[config.mk]
export PLATFORM = sky130hd
export DESIGN_NAME = bias_pingpong_buffer_flat
export DESIGN_NICKNAME = d
export VERILOG_FILES = /design/src/rtl/bias_pingpong_buffer_pkg.sv /design/src/rtl/bias_pingpong_buffer_if.sv /design/src/rtl/bias_pingpong_buffer_bank.sv /design/src/rtl/bias_pingpong_buffer.sv /design/src/flat_wrapper.sv
export SDC_FILE = /design/constraint.sdc
export NUM_CORES = 2
export LEC_CHECK = 0
export CORE_MARGIN = 3
export CORE_UTILIZATION = 57
export CTS_CLUSTER_SIZE = 12
export DETAILED_ROUTE_END_ITERATION = 8
export PLACE_DENSITY = 0.79
export SLEW_MARGIN = 10
export SYNTH_ARGS = -nofsm -noshare
export SYNTH_HDL_FRONTEND = slang
export SYNTH_HIERARCHICAL = 1
export SYNTH_SLANG_ARGS = --single-unit
[constraint.sdc]
create_clock -name clk -period 5.9 [get_ports clk]
set_input_delay 0.59 -clock clk [delete_from_list [all_inputs] [get_ports clk]]
set_output_delay 0.59 -clock clk [all_outputs]
set_load 0.1 [all_outputs]
[src/rtl/bias_pingpong_buffer_pkg.sv]
// Shared CNN definitions used by the bias ping-pong buffer: default sizes and
// the load FSM state encoding.
package cnn_pkg;

  localparam int BIAS_W   = 16;
  localparam int CONV_NCH = 32;

  typedef enum logic [1:0] {
    S_IDLE = 2'd0,
    S_LOAD = 2'd1,
    S_FULL = 2'd2
  } bias_state_e;

  // Channel-counter width; never below one bit so tiny layers still index.
  function automatic int cnt_width(input int n_ch);
    int w;
    if (n_ch > 1) begin
      w = $clog2(n_ch);
    end else begin
      w = 1;
    end
    return w;
  endfunction

endpackage

[src/rtl/bias_pingpong_buffer_if.sv]
// Load stream, swap/read control and flat bias vector between the
// weight/bias loader, the buffer and the conv engine.
interface bias_pingpong_buffer_if
  import cnn_pkg::*;
#(
  parameter int DATA_W = BIAS_W,
  parameter int N_CH   = CONV_NCH
) ();

  logic                     load_en;
  logic                     in_valid;
  logic                     in_ready;
  logic [DATA_W-1:0]        in_data;
  logic                     done_bias;
  logic                     swap;
  logic                     r_en;
  logic [DATA_W*N_CH-1:0]   bias_out;
  logic                     bias_valid;
  logic                     rd_bank;
  logic                     err_ovf;

  modport master (
    output load_en, in_valid, in_data, swap, r_en,
    input  in_ready, done_bias, bias_out, bias_valid, rd_bank, err_ovf
  );

  modport slave (
    input  load_en, in_valid, in_data, swap, r_en,
    output in_ready, done_bias, bias_out, bias_valid, rd_bank, err_ovf
  );

endinterface

[src/rtl/bias_pingpong_buffer_bank.sv]
// One bias bank: N_CH words with a synchronous write port and every word
// exposed at once as a flat combinational vector.
module bias_bank
  import cnn_pkg::*;
#(
  parameter int  DATA_W = BIAS_W,
  parameter int  N_CH   = CONV_NCH,
  localparam int AW     = cnt_width(N_CH)
) (
  input  logic                   clk,
  input  logic                   rst,
  input  logic                   we,
  input  logic [AW-1:0]          waddr,
  input  logic [DATA_W-1:0]      wdata,
  output logic [DATA_W*N_CH-1:0] rd_vec
);

  for (genvar g = 0; g < N_CH; g++) begin : g_word
    logic [DATA_W-1:0] word_r;

    // Word storage: cleared on reset, written only when addressed.
    always_ff @(posedge clk) begin
      if (rst) begin
        word_r <= '0;
      end else if (we && (waddr == AW'(g))) begin
        word_r <= wdata;
      end
    end

    assign rd_vec[g*DATA_W +: DATA_W] = word_r;
  end

endmodule

[src/rtl/bias_pingpong_buffer.sv]
// Ping-pong per-channel bias store: serial load into the write bank while the
// conv engine reads the committed bank as one registered flat vector.
module bias_pingpong_buffer
  import cnn_pkg::*;
#(
  parameter int DATA_W = BIAS_W,
  parameter int N_CH   = CONV_NCH
) (
  input  logic                   clk,
  input  logic                   rst,
  bias_pingpong_buffer_if.slave  bus
);

  localparam int              AW       = cnt_width(N_CH);
  localparam logic [AW-1:0]   LAST_IDX = AW'(N_CH - 1);

  bias_state_e              state_r, state_nxt_s;
  logic [AW-1:0]            cnt_r, cnt_nxt_s;
  logic                     wr_bank_r, wr_bank_nxt_s;
  logic                     rd_bank_r, rd_bank_nxt_s;
  logic                     accept_s, err_set_s;
  logic                     we0_s, we1_s;
  logic [DATA_W*N_CH-1:0]   bank0_vec_s, bank1_vec_s;
  logic                     in_ready_r, done_bias_r, bias_valid_r, err_ovf_r;
  logic [DATA_W*N_CH-1:0]   bias_out_r;

  // Next-state, counter and bank-pointer decode for the load FSM.
  always_comb begin
    state_nxt_s   = state_r;
    cnt_nxt_s     = cnt_r;
    wr_bank_nxt_s = wr_bank_r;
    rd_bank_nxt_s = rd_bank_r;
    accept_s      = 1'b0;
    err_set_s     = 1'b0;
    case (state_r)
      S_IDLE: begin
        if (bus.load_en) begin
          state_nxt_s = S_LOAD;
          cnt_nxt_s   = '0;
        end else begin
          state_nxt_s = S_IDLE;
        end
      end
      S_LOAD: begin
        if (bus.in_valid) begin
          accept_s = 1'b1;
          if (cnt_r == LAST_IDX) begin
            state_nxt_s = S_FULL;
          end else begin
            cnt_nxt_s = cnt_r + AW'(1);
          end
        end else begin
          state_nxt_s = S_LOAD;
        end
      end
      S_FULL: begin
        err_set_s = bus.in_valid;
        if (bus.swap) begin
          rd_bank_nxt_s = wr_bank_r;
          wr_bank_nxt_s = ~wr_bank_r;
          cnt_nxt_s     = '0;
          state_nxt_s   = S_IDLE;
        end else begin
          state_nxt_s = S_FULL;
        end
      end
      default: begin
        state_nxt_s = S_IDLE;
        cnt_nxt_s   = '0;
      end
    endcase
  end

  assign we0_s = accept_s & ~wr_bank_r;
  assign we1_s = accept_s &  wr_bank_r;

  bias_bank #(.DATA_W(DATA_W), .N_CH(N_CH)) u_bank0 (
    .clk    (clk),
    .rst    (rst),
    .we     (we0_s),
    .waddr  (cnt_r),
    .wdata  (bus.in_data),
    .rd_vec (bank0_vec_s)
  );

  bias_bank #(.DATA_W(DATA_W), .N_CH(N_CH)) u_bank1 (
    .clk    (clk),
    .rst    (rst),
    .we     (we1_s),
    .waddr  (cnt_r),
    .wdata  (bus.in_data),
    .rd_vec (bank1_vec_s)
  );

  // State, pointers, status flags and read register; read uses pre-swap rd_bank.
  always_ff @(posedge clk) begin
    if (rst) begin
      state_r      <= S_IDLE;
      cnt_r        <= '0;
      wr_bank_r    <= 1'b0;
      rd_bank_r    <= 1'b1;
      in_ready_r   <= 1'b0;
      done_bias_r  <= 1'b0;
      bias_valid_r <= 1'b0;
      err_ovf_r    <= 1'b0;
      bias_out_r   <= '0;
    end else begin
      state_r      <= state_nxt_s;
      cnt_r        <= cnt_nxt_s;
      wr_bank_r    <= wr_bank_nxt_s;
      rd_bank_r    <= rd_bank_nxt_s;
      in_ready_r   <= (state_nxt_s == S_LOAD);
      done_bias_r  <= (state_nxt_s == S_FULL);
      bias_valid_r <= bus.r_en;
      err_ovf_r    <= err_ovf_r | err_set_s;
      if (bus.r_en) begin
        bias_out_r <= rd_bank_r ? bank1_vec_s : bank0_vec_s;
      end
    end
  end

  assign bus.in_ready   = in_ready_r;
  assign bus.done_bias  = done_bias_r;
  assign bus.bias_valid = bias_valid_r;
  assign bus.bias_out   = bias_out_r;
  assign bus.rd_bank    = rd_bank_r;
  assign bus.err_ovf    = err_ovf_r;

endmodule

[src/flat_wrapper.sv]
// flat-port wrapper written by rule: the top's interface ports become plain ports
module bias_pingpong_buffer_flat import cnn_pkg::*;
#(
  parameter int DATA_W = BIAS_W,
  parameter int N_CH   = CONV_NCH
)
  (clk, rst, bus_load_en, bus_in_valid, bus_in_data, bus_swap, bus_r_en, bus_in_ready, bus_done_bias, bus_bias_out, bus_bias_valid, bus_rd_bank, bus_err_ovf);
  bias_pingpong_buffer_if #(.DATA_W(DATA_W), .N_CH(N_CH)) bus_i ();
  input  logic clk;
  input  logic rst;
  input wire logic [$bits(bus_i.load_en)-1:0] bus_load_en;
  input wire logic [$bits(bus_i.in_valid)-1:0] bus_in_valid;
  input wire logic [$bits(bus_i.in_data)-1:0] bus_in_data;
  input wire logic [$bits(bus_i.swap)-1:0] bus_swap;
  input wire logic [$bits(bus_i.r_en)-1:0] bus_r_en;
  output wire logic [$bits(bus_i.in_ready)-1:0] bus_in_ready;
  output wire logic [$bits(bus_i.done_bias)-1:0] bus_done_bias;
  output wire logic [$bits(bus_i.bias_out)-1:0] bus_bias_out;
  output wire logic [$bits(bus_i.bias_valid)-1:0] bus_bias_valid;
  output wire logic [$bits(bus_i.rd_bank)-1:0] bus_rd_bank;
  output wire logic [$bits(bus_i.err_ovf)-1:0] bus_err_ovf;
  assign bus_i.load_en = bus_load_en;
  assign bus_i.in_valid = bus_in_valid;
  assign bus_i.in_data = bus_in_data;
  assign bus_i.swap = bus_swap;
  assign bus_i.r_en = bus_r_en;
  assign bus_in_ready = bus_i.in_ready;
  assign bus_done_bias = bus_i.done_bias;
  assign bus_bias_out = bus_i.bias_out;
  assign bus_bias_valid = bus_i.bias_valid;
  assign bus_rd_bank = bus_i.rd_bank;
  assign bus_err_ovf = bus_i.err_ovf;
  bias_pingpong_buffer #(.DATA_W(DATA_W), .N_CH(N_CH)) u_core (.clk(clk), .rst(rst), .bus(bus_i));
endmodule
==> flow_summary.toml <==
[status]
status = "finished, final reports clean"

[die]
die_y_um = 338
initial_core_util = 0.576
dieArea_mm2 = 0.114
row_count = 121
fp.dieW_um = 338
core_area_mm2 = 0.109
io_pins = 539

[cts]
cts_max_path_buffers = 3
holdBufCountCts = 0
cts.sinks = 1549
root_buffer = "clkbuf_16"
path_clk_slew_ns = 0.06
clock_latency_ns = 0.76
htreeDepth = 4
ctsResizeCount = 0
cts_tree = "built"
cts_buffers = 158
cts_setup_buffers = 0

[setup_path]
cp-start-kind = "flip-flop"
path_class = "flip-flop to primary output"
worstPathRequired_ns = 5.31
cp-end-kind = "primary output"
critPathCapture = "bus_rd_bank"
worstPathArrival_ns = 2.83
cp_max_fo = 31
slowest_delay_ns = 1.28
reg2reg_depth = 6
cpMaxStageDelayCell = "clkdlybuf4s50_1"
r2r_setup_slack_ns = 2.98
worstReg2RegStart = "u_core/state_r[1]"
worstSetupStartpoint = "u_core/bus.rd_bank"
crit_chain = "clkdlybuf4s50_1"
cp_num_buf_inv = 1
r2r-end = "u_core/u_bank0/g_word[24].word_r[3]"
critPathTopFamily = "buffers and inverters"
cp_num_cells = 1

[detailed_routing]
firstDrtPassIters = 7
dr_total_vias = 43531
wl_per_cell_um = 23.9
drtIter0Drc = 3808
routed_via_density = 5.70
antenna_left = 0
drc = 0
routed_wl_mm = 183

[grt]
grt_pass1_vias = 41744
grt_pass1_wl_mm = 267
grt_use_total = 0.305
grt_max_degree = 254
grt-ovfl-total = 0
antenna_found_initial = 3

[sta]
setup_viol = 0
fin_skew_ns = 0.0256
period_needed_ns = 3.42
max_freq_ghz = 0.293
fin_ws_ns = 2.48
fin_crit_sh = 0.579
setup_tns_ns = 0
drv_slew = 0
final_hold_viol_count = 0
max_slew.worst_pin.slew_ns = 1.20
rsz0062_at_grt = "false"
slew_headroom = 0.196

[finish]
layout-drive-gt1-share = 0.0614
final.fill_count = 8459
final_nets = 6090
fin_util = 0.664
finalNonFillerCells = 7636
syn_to_final_growth_pct = 15.3

[synthesis]
synthMuxAreaShare = 0.245
synth_cell_types = 37
synth_area_mm2 = 0.0629
synthAdderAreaFrac = 0.000398
synth-simple-area-share = 0.149
avgSynthCellArea_um2 = 10.8
synth_warnings = 6
syn-num-nets = 5857
ys_seq_area_frac = 0.493
synth-seq-cells = 1549
synth_xor_area_frac = 0.000139
synth_compound_area_frac = 0.0623
synthCells = 5833
synth_top_family_by_area = "multiplexers"

[power]
p_per_area_mw_per_mm2 = 314
power_frac_seq = 0.473
p_int_uw = 16700
ir_drop_v = 0.000259
total_leakage_power_uw = 0.0351
p_clk_frac = 0.417
pwr-share-comb = 0.110
switching_power_uw = 6100
swShare = 0.268

[placed_design]
hpwlAfterDp_mm = 107
io_buffers = 538
pre_cts_slack_ns = 2.56
dp.cells = 7382
place_congestion = 0.784

[job]
cap_violations = 0

[hold_path]
hp-class = "primary input to flip-flop"
[metrics by stage]
step	hold slack, ns	power [µW]	cell area [µm²]
after global routing	0.331	23400	72500
after detailed placement	0.461	13500	67700
after floorplan	0.448	12800	62900
after global placement	0.458	13500	67700
final	0.325	22800	72500
after CTS	0.296	22900	72500
[sequential cells by signal, indices dropped and copies added, names as in the netlist]
| signal | count |
|---|---|
| u_core/bus.bias_out | 512 |
| u_core/bus.bias_valid | 1 |
| u_core/bus.done_bias | 1 |
| u_core/bus.err_ovf | 1 |
| u_core/bus.in_ready | 1 |
| u_core/bus.rd_bank | 1 |
| u_core/cnt_r | 5 |
| u_core/state_r | 2 |
| u_core/u_bank0/g_word.word_r | 512 |
| u_core/u_bank1/g_word.word_r | 512 |
| u_core/wr_bank_r | 1 |
[power groups by stage]
stage / registers [µW] / logic, µW / clock network (µW)
floorplan: 12200 / 626 / 0
global placement: 11000 / 2470 / 0
detailed placement: 11000 / 2490 / 0
CTS: 10800 / 2490 / 9600
global route: 10800 / 2570 / 10100
finish: 10800 / 2500 / 9500
[worst min-delay path by stage]
stage | slack, ns | cells past startpoint | to | start
finish | 0.33 | 2 | u_core/bus.bias_out[288] | rst
global route | 0.33 | 2 | u_core/bus.bias_out[283] | rst
CTS | 0.30 | 2 | u_core/bus.bias_out[283] | rst
detailed placement | 0.46 | 2 | u_core/u_bank0/g_word[4].word_r[6] | u_core/u_bank0/g_word[4].word_r[6]
global placement | 0.46 | 2 | u_core/u_bank1/g_word[5].word_r[14] | u_core/u_bank1/g_word[5].word_r[14]
floorplan | 0.45 | 2 | u_core/u_bank0/g_word[4].word_r[0] | u_core/u_bank0/g_word[4].word_r[0]
[placed cells by master, fill, tap and decap left out, types with 5 or more instances in the layout]
| cell type | Yosys | routed |
|---|---|---|
| dfxtp_1 | 1549 | 1548 |
| mux2i_1 | 1538 | 1538 |
| nand2b_1 | 1062 | 1030 |
| clkdlybuf4s50_1 | 0 | 536 |
| nor2_1 | 518 | 518 |
| a211oi_1 | 512 | 512 |
| clkbuf_16 | 0 | 163 |
| nand2_2 | 60 | 60 |
| buf_4 | 30 | 55 |
| clkbuf_1 | 272 | 46 |
| nand2b_2 | 0 | 32 |
| clkbuf_8 | 0 | 22 |
| buf_12 | 4 | 11 |
| clkinv_2 | 0 | 9 |
| nand2_1 | 7 | 7 |
| and4bb_2 | 7 | 7 |
| and2_1 | 6 | 6 |
| and4b_1 | 6 | 6 |
| nor2b_1 | 5 | 5 |
[cell families (layout without fill, tap and decap cells)]
logic type               after synthesis  in the layout
AND/OR/NAND/NOR                     1688           1688
flip-flops                          1549           1549
multiplexers                        1538           1538
buffers and inverters                532            857
AO/OA/AOI/OAI                        523            523
adder cells (fa/ha/maj)                2              2
XOR/XNOR                               1              1
other                                  0              2
[final cells by class]
class | instances | area [µm²] | area share
diodes | 2 | 5.00 | 0.0000691
clock buffers | 231 | 4550 | 0.0628
clock inverters | 21 | 249 | 0.00344
inverters | 1 | 3.75 | 0.0000518
multi-input cells | 3752 | 28800 | 0.397
flip-flops and latches | 1549 | 31000 | 0.428
well taps | 1476 | 1850 | 0.0255
repair buffers | 604 | 6030 | 0.0832
[cell usage after synthesis, drive strengths merged]
library cell | number | area (µm²)
and3 | 2 | 12.5
mux2i | 1538 | 15400
a21oi | 1 | 5.00
and4bb | 7 | 87.6
dfxtp | 1549 | 31000
o21ai | 4 | 20.0
ha | 2 | 25.0
and4 | 2 | 17.5
nor3 | 2 | 10.0
a31oi | 2 | 12.5
nand2b | 1062 | 6640
and2b | 1 | 7.51
inv | 1 | 3.75
a41oi | 1 | 8.76
clkbuf | 274 | 1030
nor4b | 2 | 47.6
nor2b | 5 | 31.3
a211oi | 512 | 3840
nand2 | 67 | 402
a311oi | 2 | 17.5
a22oi | 1 | 7.51
and4b | 6 | 60.1
xor2 | 1 | 8.76
nand3 | 2 | 10.0
nor2 | 520 | 1960
nor3b | 1 | 7.51
nand3b | 3 | 22.5
buf | 257 | 2140
and2 | 6 | 37.5
[routing by layer]
layer	up-vias	GRT usage	routed length, µm
li1	20412	-	-
met1	21378	0.420	80400
met2	1435	0.487	84100
met3	304	0.0477	11900
met4	2	0.107	6200
met5	-	0	13
Power figures use the tool's default switching activity.
